==> config.mk <==
export PLATFORM = sky130hd
export DESIGN_NAME = c432_response_monitor_flat
export DESIGN_NICKNAME = d
export VERILOG_FILES = /design/src/rtl/c432_response_monitor_pkg.sv /design/src/rtl/c432_response_monitor_if.sv /design/src/rtl/c432_response_monitor_misr.sv /design/src/rtl/c432_response_monitor.sv /design/src/flat_wrapper.sv
export SDC_FILE = /design/constraint.sdc
export NUM_CORES = 1
export LEC_CHECK = 0
export ABC_AREA = 0
export BUFFER_PORTS_ARGS = -buffer_cell sky130_fd_sc_hd__buf_2
export CAP_MARGIN = 20
export CORE_ASPECT_RATIO = 1.2
export CORE_MARGIN = 5
export CORE_UTILIZATION = 48
export CTS_CLUSTER_SIZE = 8
export DETAILED_ROUTE_END_ITERATION = 7
export PLACE_DENSITY = 0.76
export SLEW_MARGIN = 20
export SYNTH_ARGS = -nofsm -noshare
export SYNTH_HDL_FRONTEND = slang
export SYNTH_SLANG_ARGS = --single-unit
==> constraint.sdc <==
create_clock -name clk -period 2.5 [get_ports clk]
set_input_delay 0.125 -clock clk [delete_from_list [all_inputs] [get_ports clk]]
set_output_delay 0.125 -clock clk [all_outputs]
set_load 0.02 [all_outputs]
==> src/rtl/c432_response_monitor_pkg.sv <==
// Shared definitions for the Circuit432 response monitor and its upstream pattern generator.
package c432_mon_pkg;
   localparam int          OUT_W     = 7;
   localparam int          SIG_W     = 16;
   localparam int          CNT_W     = 16;
   localparam logic [15:0] MISR_POLY = 16'h1021;
   localparam logic [15:0] MISR_SEED = 16'hFFFF;

   typedef enum logic [1:0] {IDLE, RUN, CHECK, DONE} state_t;
endpackage

==> src/rtl/c432_response_monitor_if.sv <==
// Control/response bundle between the test controller, the wrapper output and the monitor.
interface c432_response_monitor_if #(
   parameter int OUT_W = c432_mon_pkg::OUT_W,
   parameter int SIG_W = c432_mon_pkg::SIG_W,
   parameter int CNT_W = c432_mon_pkg::CNT_W
);
   import c432_mon_pkg::*;

   logic             start;
   logic [CNT_W-1:0] num_patterns;
   logic [SIG_W-1:0] golden_sig;
   logic             resp_valid;
   logic [OUT_W-1:0] resp_val;
   logic             busy;
   logic             done;
   logic             pass;
   logic [SIG_W-1:0] signature;
   logic [CNT_W-1:0] pat_count;

   modport master (
      output start, num_patterns, golden_sig, resp_valid, resp_val,
      input  busy, done, pass, signature, pat_count
   );

   modport slave (
      input  start, num_patterns, golden_sig, resp_valid, resp_val,
      output busy, done, pass, signature, pat_count
   );
endinterface

==> src/rtl/c432_response_monitor_misr.sv <==
// Multiple-input signature register: seed load takes priority over compaction.
module c432_misr #(
   parameter int               OUT_W     = c432_mon_pkg::OUT_W,
   parameter int               SIG_W     = c432_mon_pkg::SIG_W,
   parameter logic [SIG_W-1:0] MISR_POLY = c432_mon_pkg::MISR_POLY,
   parameter logic [SIG_W-1:0] MISR_SEED = c432_mon_pkg::MISR_SEED
) (
   input  logic             clk,
   input  logic             rst_n,
   input  logic             i_load,
   input  logic             i_en,
   input  logic [OUT_W-1:0] i_data,
   output logic [SIG_W-1:0] o_sig
);
   logic [SIG_W-1:0] r_sig;
   logic [SIG_W-1:0] w_fb;
   logic [SIG_W-1:0] w_next;

   assign w_fb   = r_sig[SIG_W-1] ? MISR_POLY : '0;
   assign w_next = {r_sig[SIG_W-2:0], 1'b0} ^ w_fb ^ {{(SIG_W-OUT_W){1'b0}}, i_data};

   always_ff @(posedge clk or negedge rst_n) begin
      if (!rst_n) begin
         r_sig <= '0;
      end else if (i_load) begin
         r_sig <= MISR_SEED;
      end else if (i_en) begin
         r_sig <= w_next;
      end
   end

   assign o_sig = r_sig;
endmodule

==> src/rtl/c432_response_monitor.sv <==
// Go/no-go capture stage: compacts a programmed number of wrapper responses and
// compares the final MISR signature against a golden value.
module c432_response_monitor #(
   parameter int               OUT_W     = c432_mon_pkg::OUT_W,
   parameter int               SIG_W     = c432_mon_pkg::SIG_W,
   parameter int               CNT_W     = c432_mon_pkg::CNT_W,
   parameter logic [SIG_W-1:0] MISR_POLY = c432_mon_pkg::MISR_POLY,
   parameter logic [SIG_W-1:0] MISR_SEED = c432_mon_pkg::MISR_SEED
) (
   input logic                     clk,
   input logic                     rst_n,
   c432_response_monitor_if.slave  bus
);
   import c432_mon_pkg::*;

   state_t           r_state;
   state_t           w_next;
   logic [CNT_W-1:0] r_cnt;
   logic [CNT_W-1:0] r_target;
   logic [CNT_W-1:0] w_cnt_inc;
   logic             r_busy;
   logic             r_done;
   logic             r_pass;
   logic             w_load;
   logic             w_en;
   logic [SIG_W-1:0] w_sig;

   assign w_cnt_inc = r_cnt + 1'b1;

   // Start is only honoured when idle or finished, and it pre-empts a coincident response.
   always_comb begin
      w_next = r_state;
      w_load = 1'b0;
      w_en   = 1'b0;
      case (r_state)
         IDLE, DONE: begin
            if (bus.start) begin
               w_load = 1'b1;
               w_next = (bus.num_patterns == '0) ? CHECK : RUN;
            end
         end
         RUN: begin
            if (bus.resp_valid) begin
               w_en = 1'b1;
               if (w_cnt_inc == r_target) w_next = CHECK;
            end
         end
         CHECK:   w_next = DONE;
         default: w_next = IDLE;
      endcase
   end

   always_ff @(posedge clk or negedge rst_n) begin
      if (!rst_n) begin
         r_state  <= IDLE;
         r_busy   <= 1'b0;
         r_done   <= 1'b0;
         r_pass   <= 1'b0;
         r_cnt    <= '0;
         r_target <= '0;
      end else begin
         r_state <= w_next;
         r_busy  <= (w_next == RUN) || (w_next == CHECK);
         r_done  <= (w_next == DONE);
         if (w_load) begin
            r_cnt    <= '0;
            r_target <= bus.num_patterns;
            r_pass   <= 1'b0;
         end else if (w_en) begin
            r_cnt <= w_cnt_inc;
         end
         if (r_state == CHECK) r_pass <= (w_sig == bus.golden_sig);
      end
   end

   c432_misr #(
      .OUT_W     (OUT_W),
      .SIG_W     (SIG_W),
      .MISR_POLY (MISR_POLY),
      .MISR_SEED (MISR_SEED)
   ) u_misr (
      .clk    (clk),
      .rst_n  (rst_n),
      .i_load (w_load),
      .i_en   (w_en),
      .i_data (bus.resp_val),
      .o_sig  (w_sig)
   );

   assign bus.busy      = r_busy;
   assign bus.done      = r_done;
   assign bus.pass      = r_pass;
   assign bus.signature = w_sig;
   assign bus.pat_count = r_cnt;
endmodule

==> src/flat_wrapper.sv <==
// flat-port wrapper written by rule: the top's interface ports become plain ports
module c432_response_monitor_flat import c432_mon_pkg::*;
#(
   parameter int               OUT_W     = c432_mon_pkg::OUT_W,
   parameter int               SIG_W     = c432_mon_pkg::SIG_W,
   parameter int               CNT_W     = c432_mon_pkg::CNT_W,
   parameter logic [SIG_W-1:0] MISR_POLY = c432_mon_pkg::MISR_POLY,
   parameter logic [SIG_W-1:0] MISR_SEED = c432_mon_pkg::MISR_SEED
)
  (clk, rst_n, bus_start, bus_num_patterns, bus_golden_sig, bus_resp_valid, bus_resp_val, bus_busy, bus_done, bus_pass, bus_signature, bus_pat_count);
  c432_response_monitor_if #(.OUT_W(OUT_W), .SIG_W(SIG_W), .CNT_W(CNT_W)) bus_i ();
  input logic clk;
  input logic rst_n;
  input wire logic [$bits(bus_i.start)-1:0] bus_start;
  input wire logic [$bits(bus_i.num_patterns)-1:0] bus_num_patterns;
  input wire logic [$bits(bus_i.golden_sig)-1:0] bus_golden_sig;
  input wire logic [$bits(bus_i.resp_valid)-1:0] bus_resp_valid;
  input wire logic [$bits(bus_i.resp_val)-1:0] bus_resp_val;
  output wire logic [$bits(bus_i.busy)-1:0] bus_busy;
  output wire logic [$bits(bus_i.done)-1:0] bus_done;
  output wire logic [$bits(bus_i.pass)-1:0] bus_pass;
  output wire logic [$bits(bus_i.signature)-1:0] bus_signature;
  output wire logic [$bits(bus_i.pat_count)-1:0] bus_pat_count;
  assign bus_i.start = bus_start;
  assign bus_i.num_patterns = bus_num_patterns;
  assign bus_i.golden_sig = bus_golden_sig;
  assign bus_i.resp_valid = bus_resp_valid;
  assign bus_i.resp_val = bus_resp_val;
  assign bus_busy = bus_i.busy;
  assign bus_done = bus_i.done;
  assign bus_pass = bus_i.pass;
  assign bus_signature = bus_i.signature;
  assign bus_pat_count = bus_i.pat_count;
  c432_response_monitor #(.OUT_W(OUT_W), .SIG_W(SIG_W), .CNT_W(CNT_W), .MISR_POLY(MISR_POLY), .MISR_SEED(MISR_SEED)) u_core (.clk(clk), .rst_n(rst_n), .bus(bus_i));
endmodule
Word-level counts from Yosys, hierarchy flattened
Cells that the tools add are included.

storage, ports and cells
  flip-flop bits (word level) = 53

cells by class
  bitwise gates (word level) = 2
  equal/unequal tests = 8
  reductions and logical operators = 6
  $add $sub $neg = 1
  muxes and demuxes = 16

operator list
  operator                                              number
  2-to-1 mux 16 bit                                     4
  equality test 16 bit                                  2
  adder 16 x 1 -> 16 bit (second input constant)        1
  logical NOT 16 bit                                    1
  bitwise XOR 16 bit                                    1
  bitwise XOR 16 x 7 -> 16 bit                          1
  2-to-1 mux 13 bit                                     1
  equality test 2 bit (second input constant)           4
  2-to-1 mux 2 bit                                      4
  2-to-1 mux 1 bit                                      6
  case mux 2 bit (3 select lines)                       1
  equality test 2 x 1 -> 1 bit (second input constant)  2
  nonzero test 2 bit                                    2
  logical NOT 2 bit                                     1
  OR reduction 2 bit                                    1
  logical OR 1 bit                                      1

Logic depth before layout (Yosys ltp)
  word-level depth = 7
  depth in mapped cells = 8

Modules after synthesis
Synthesis repeated with hierarchy kept, for this count alone.

second synthesis, totals
  cell total of the unflattened synthesis = 347
  area, all modules = 3,196.8 um^2

modules (own cells, without submodules)
  module                 seq. area each (um^2)  times used  cells each  area each (um^2)
  c432_response_monitor  925.9                  1           286         2,447.3
  c432_misr              400.4                  1           61          749.5

Worst setup path after synthesis
Ideal clock, no wire load.

  kind = register -> register
  start = register u_core.r_cnt[0] (netlist: u_core.bus.pat_count[0])
  end = register u_core.r_busy (netlist: u_core.bus.busy)
  data arrival time = 2.507 ns
  library setup time = 0.126 ns
  slack = -0.133 ns
  clock period less this slack = 2.633 ns
  cell stages (with the launch flop) = 8
  cell sequence = dfrtp_1 ha_1 xnor2_1 nand3_4 or4_4 nor4b_2 a41oi_1 ha_1

between the ends
  longest elaborated chain between the ends = 7
  elaborated cells between the ends (all ways) = 8

RTL lines
  element                                                              line                         text
  start: declaration                                                   c432_response_monitor.sv:18  logic [CNT_W-1:0] r_cnt;
  start signal: assignment                                             c432_response_monitor.sv:70  r_cnt <= w_cnt_inc;
  adder 16 x 1 -> 16 bit *                                             c432_response_monitor.sv:28  assign w_cnt_inc = r_cnt + 1'b1;
  equality test 16 bit *                                               c432_response_monitor.sv:45  if (w_cnt_inc == r_target) w_next = CHECK;
  2-to-1 mux 2 bit *                                                   c432_response_monitor.sv:45
  2-to-1 mux 2 bit *                                                   c432_response_monitor.sv:43  if (bus.resp_valid) begin
  case mux 2 bit (3 select lines) *                                    c432_response_monitor.sv:35  case (r_state)
  net u_core.w_next[0]                                                 c432_response_monitor.sv:17  state_t w_next;
  equality test 2 x 1 -> 1 bit or equality test 2 bit (tied branches)  c432_response_monitor.sv:63  r_busy <= (w_next == RUN) || (w_next == CHECK);
  logical OR 1 bit *                                                   c432_response_monitor.sv:63
  end signal: assignment                                               c432_response_monitor.sv:63
  end: declaration                                                     c432_response_monitor.sv:21  logic r_busy;

Mark *: on every way through the listed nets, which the timed path passes. The rest lies on a longest branch.
A chain may end at the register's enable or synchronous reset.

Worst setup path in the final report
Ends and elaborated chain as after synthesis.

==> metrics.csv <==
stage,metric,value,unit
finish,diodes,0,
routing,drt_iter0_markers,134,
worst_hold_path,holdPathEnd,u_core.r_target[13],
clocking,cts_tree,yes,
power_and_ir_drop,p_leak,1.80,nW
floorplan,dieArea,8000,um2
finish,nNetsFinal,461,
finish,multi_input_area,1650,um2
logic_synthesis,synth_nets,382,
timing,report.final.slew_viol_count,0,
finish,regArea,1330,um2
finish,fillers,545,
critical_path,r2r_start,u_core.bus.pat_count[0],
timing,relSlewSlack,59.2,%
critical_path,cp_cell_sequence,ha_4 > xnor2_2 > nand3_4 > or4_4 > nor4b_4 > a41oi_1 > ha_1,
clocking,cts.path.max_buffers,2,
routing,wl,7.58,mm
routing,routed-via-count,2644,
global_route,grt_use_total,20.4,%
logic_synthesis,synth.area.top_cells,"dfrtp_1, nand2_1, xor2_1",
power_and_ir_drop,p_per_area,1070,nW/um2
worst_hold_path,hp-start,bus_num_patterns[13],
outcome,status,"finished, final reports clean",
critical_path,worst_r2r_endpoint,u_core.bus.busy,
routing,first_pass_iters,4,
power_and_ir_drop,p_comb_share,46.1,%
critical_path,cp.required,2.71,ns
clocking,clock-sinks,53,
logic_synthesis,yosysMostFrequentCell,nand2_1,
clocking,ctsHtreeMaxLevel,2,
floorplan,initial_utilization,49.7,%
flow_run,drv_cap,0,
critical_path,worst-r2r-setup-slack,0.11,ns
clocking,clk_latency,0.31,ns
critical_path,rr_worst_depth,7,
placement,gp_congestion,0.803,
routing,vias_per_cell,5.32,
worst_hold_path,hold_depth,3,
clocking,cts-root-buf,clkbuf_8,
logic_synthesis,async_flop_share,100,%
timing,finalCriticalPeriod,2.39,ns
finish,drive_gt1_share,26.5,%
critical_path,worst_setup_path_end_kind,register,
critical_path,path_class,reg2reg,
clocking,cts_made_buffers,5,
critical_path,max_stage_delay,0.54,ns
clocking,clkSlewWorstSetupHoldPaths,0.10,ns
logic_synthesis,ys_seq_area_share,43.8,%
global_route,overflow,0,
routing,ant_nets,0,
critical_path,start_kind,register,
logic_synthesis,synth_top_area_share,43.8,%
logic_synthesis,syn_area,3030,um2
timing,worstMarginPinSlew,0.613,ns
floorplan,io-pin-count,78,
logic_synthesis,syn_avg_cell_area,9.03,um2
logic_synthesis,yosys_warnings,0,
power_and_ir_drop,p_seq_share,36.4,%
logic_synthesis,synth_flop_cell,dfrtp_1,
timing,hold_violations,0,
critical_path,crit_arrival,2.60,ns
timing,fmax,419,MHz
global_route,antenna_found_initial,0,
power_and_ir_drop,clockPowerShare,17.4,%
logic_synthesis,synth_cell_types,44,
timing,fin_ws,0.112,ns
logic_synthesis,synth_top_cell_by_area,dfrtp_1,
timing,fin_tns_setup,0,ns
global_route,first_global_vias,2728,
power_and_ir_drop,ir_drop,0.574,mV
floorplan,fp.dieW,82.5,um
logic_synthesis,synthTopCellsByCount,"nand2_1, dfrtp_1, xor2_1",
timing,period_share,95.5,%
placement,hpwl,5.82,mm
routing,drc,0,
placement,portBuffers,77,
timing,finalClockSkew,0.0105,ns
finish,area_delta_synth_final,23.0,%
logic_synthesis,synth_cells,335,
global_route,grt_pass1_wl,12.9,mm
critical_path,cp_slowest_cell,or4_4,
timing,rsz0062_at_grt,false,
floorplan,num_rows,31,
logic_synthesis,synth_edf_count,0,
power_and_ir_drop,swShare,41.8,%
power_and_ir_drop,total_power,4.00,mW
routing,routedWlPerCell,15.3,um
power_and_ir_drop,internal-power,2.32,mW
floorplan,die_h,97.0,um
power_and_ir_drop,power.switching,1.67,mW
global_route,grt_max_degree,37,
floorplan,core_area,6090,um2
placement,pre_cts_ws,0.0265,ns
critical_path,worstPathMaxFanout,3,
logic_synthesis,yosys_register_bits,53,
worst_hold_path,min-delay-path-class,in2reg,
timing,setup_viol,0,
==> timing repair <==
action                                  CTS  global route
endpoints found under the setup margin    0             2
endpoints found under the hold margin    17             0
gates resized for setup                   0             2
buffers inserted                          0             0
hold buffers                              1             0
==> final cells by class <==
class,instances,area share (%)
Clock inverter,3,1.85
Multi-Input combinational cell,261,44.3
Timing Repair Buffer,88,13.0
Inverter,5,0.504
Sequential cell,53,35.7
Clock buffer,5,1.85
Tap cell,82,2.76
==> power groups by stage <==
stage                     Clock [mW]  Combinational, mW  Sequential [mW]
after global placement             0               1.77             1.46
after CTS                      0.711               1.85             1.45
after floorplan                    0               1.20             1.54
after global routing           0.745               2.05             1.49
final                          0.697               1.84             1.46
after detailed placement           0               1.84             1.46
==> state kept, by name, indices dropped and copies added, names as in the netlist <==
signal	count
u_core.r_state	2
u_core.bus.done	1
u_core.u_misr.o_sig	16
u_core.bus.pass	1
u_core.bus.pat_count	16
u_core.bus.busy	1
u_core.r_target	16
==> kinds of logic (layout without fill, tap and decap cells) <==
kind of cell	Yosys count	after routing	synth area share (%)
compound gates	33	33	7.53
xor+xnor	60	60	17.4
fa+ha+maj	4	4	1.65
buf+inv	21	101	2.77
flops	53	53	43.8
mux	2	2	0.662
simple gates	162	162	26.2
==> placed cells by master, fill, tap and decap left out, drive strengths merged, types with 3 or more instances in the layout <==
cell,count
o211ai,8
nor3b,3
buf,87
or3,4
inv,6
a21oi,5
nand3,14
nor2,19
nand2,89
nand4,6
and3,3
xor2,31
nor4,8
dfrtp,53
ha,4
clkbuf,5
o21ai,8
xnor2,29
nor3,6
==> per-stage QoR <==
stage / area, um2 / hold slack [ns] / utilization [%] / instances
5_1_grt: 3720 / 0.0207 / 61.1 / 497
3_3_place_gp: 3570 / 0.0683 / 58.6 / 488
6_report: 3720 / 0.0197 / 61.1 / 497
2_1_floorplan: 3060 / -0.171 / - / 335
4_1_cts: 3710 / 0.0141 / 61.0 / 497
3_5_place_dp: 3570 / 0.0789 / 58.6 / 488
==> how the worst max path moves through the flow <==
stage                                        from              end  slack (ns)  depth (start not counted)
after floorplan           u_core.bus.pat_count[2]  u_core.bus.busy        0.05                          8
after global placement    u_core.bus.pat_count[0]  u_core.bus.busy        0.09                          7
after detailed placement  u_core.bus.pat_count[0]  u_core.bus.busy        0.03                          7
after CTS                 u_core.bus.pat_count[0]  u_core.bus.busy        0.03                          7
after global routing      u_core.bus.pat_count[0]  u_core.bus.busy       0.005                          7
final                     u_core.bus.pat_count[0]  u_core.bus.busy        0.11                          7
==> layer usage <==
layer	GRT usage [%]	up-vias	part of all wire, %
met5	0	-	0
met4	5.88	0	2.5
li1	-	1284	-
met3	3.16	14	5.4
met1	26.4	1267	42
met2	34.3	79	50
==> worst max-delay path: cells and delay by family, from the launching register on <==
| kind | cells | cell delay [ns] |
|---|---|---|
| DFF | 1 | 0.46 |
| xor gates and xnor gates | 1 | 0.17 |
| and+or+nand+nor | 3 | 0.90 |
| adders and majority gates | 2 | 0.58 |
| AOI/OAI and AO/OA | 1 | 0.19 |
Power figures use the tool's default switching activity.
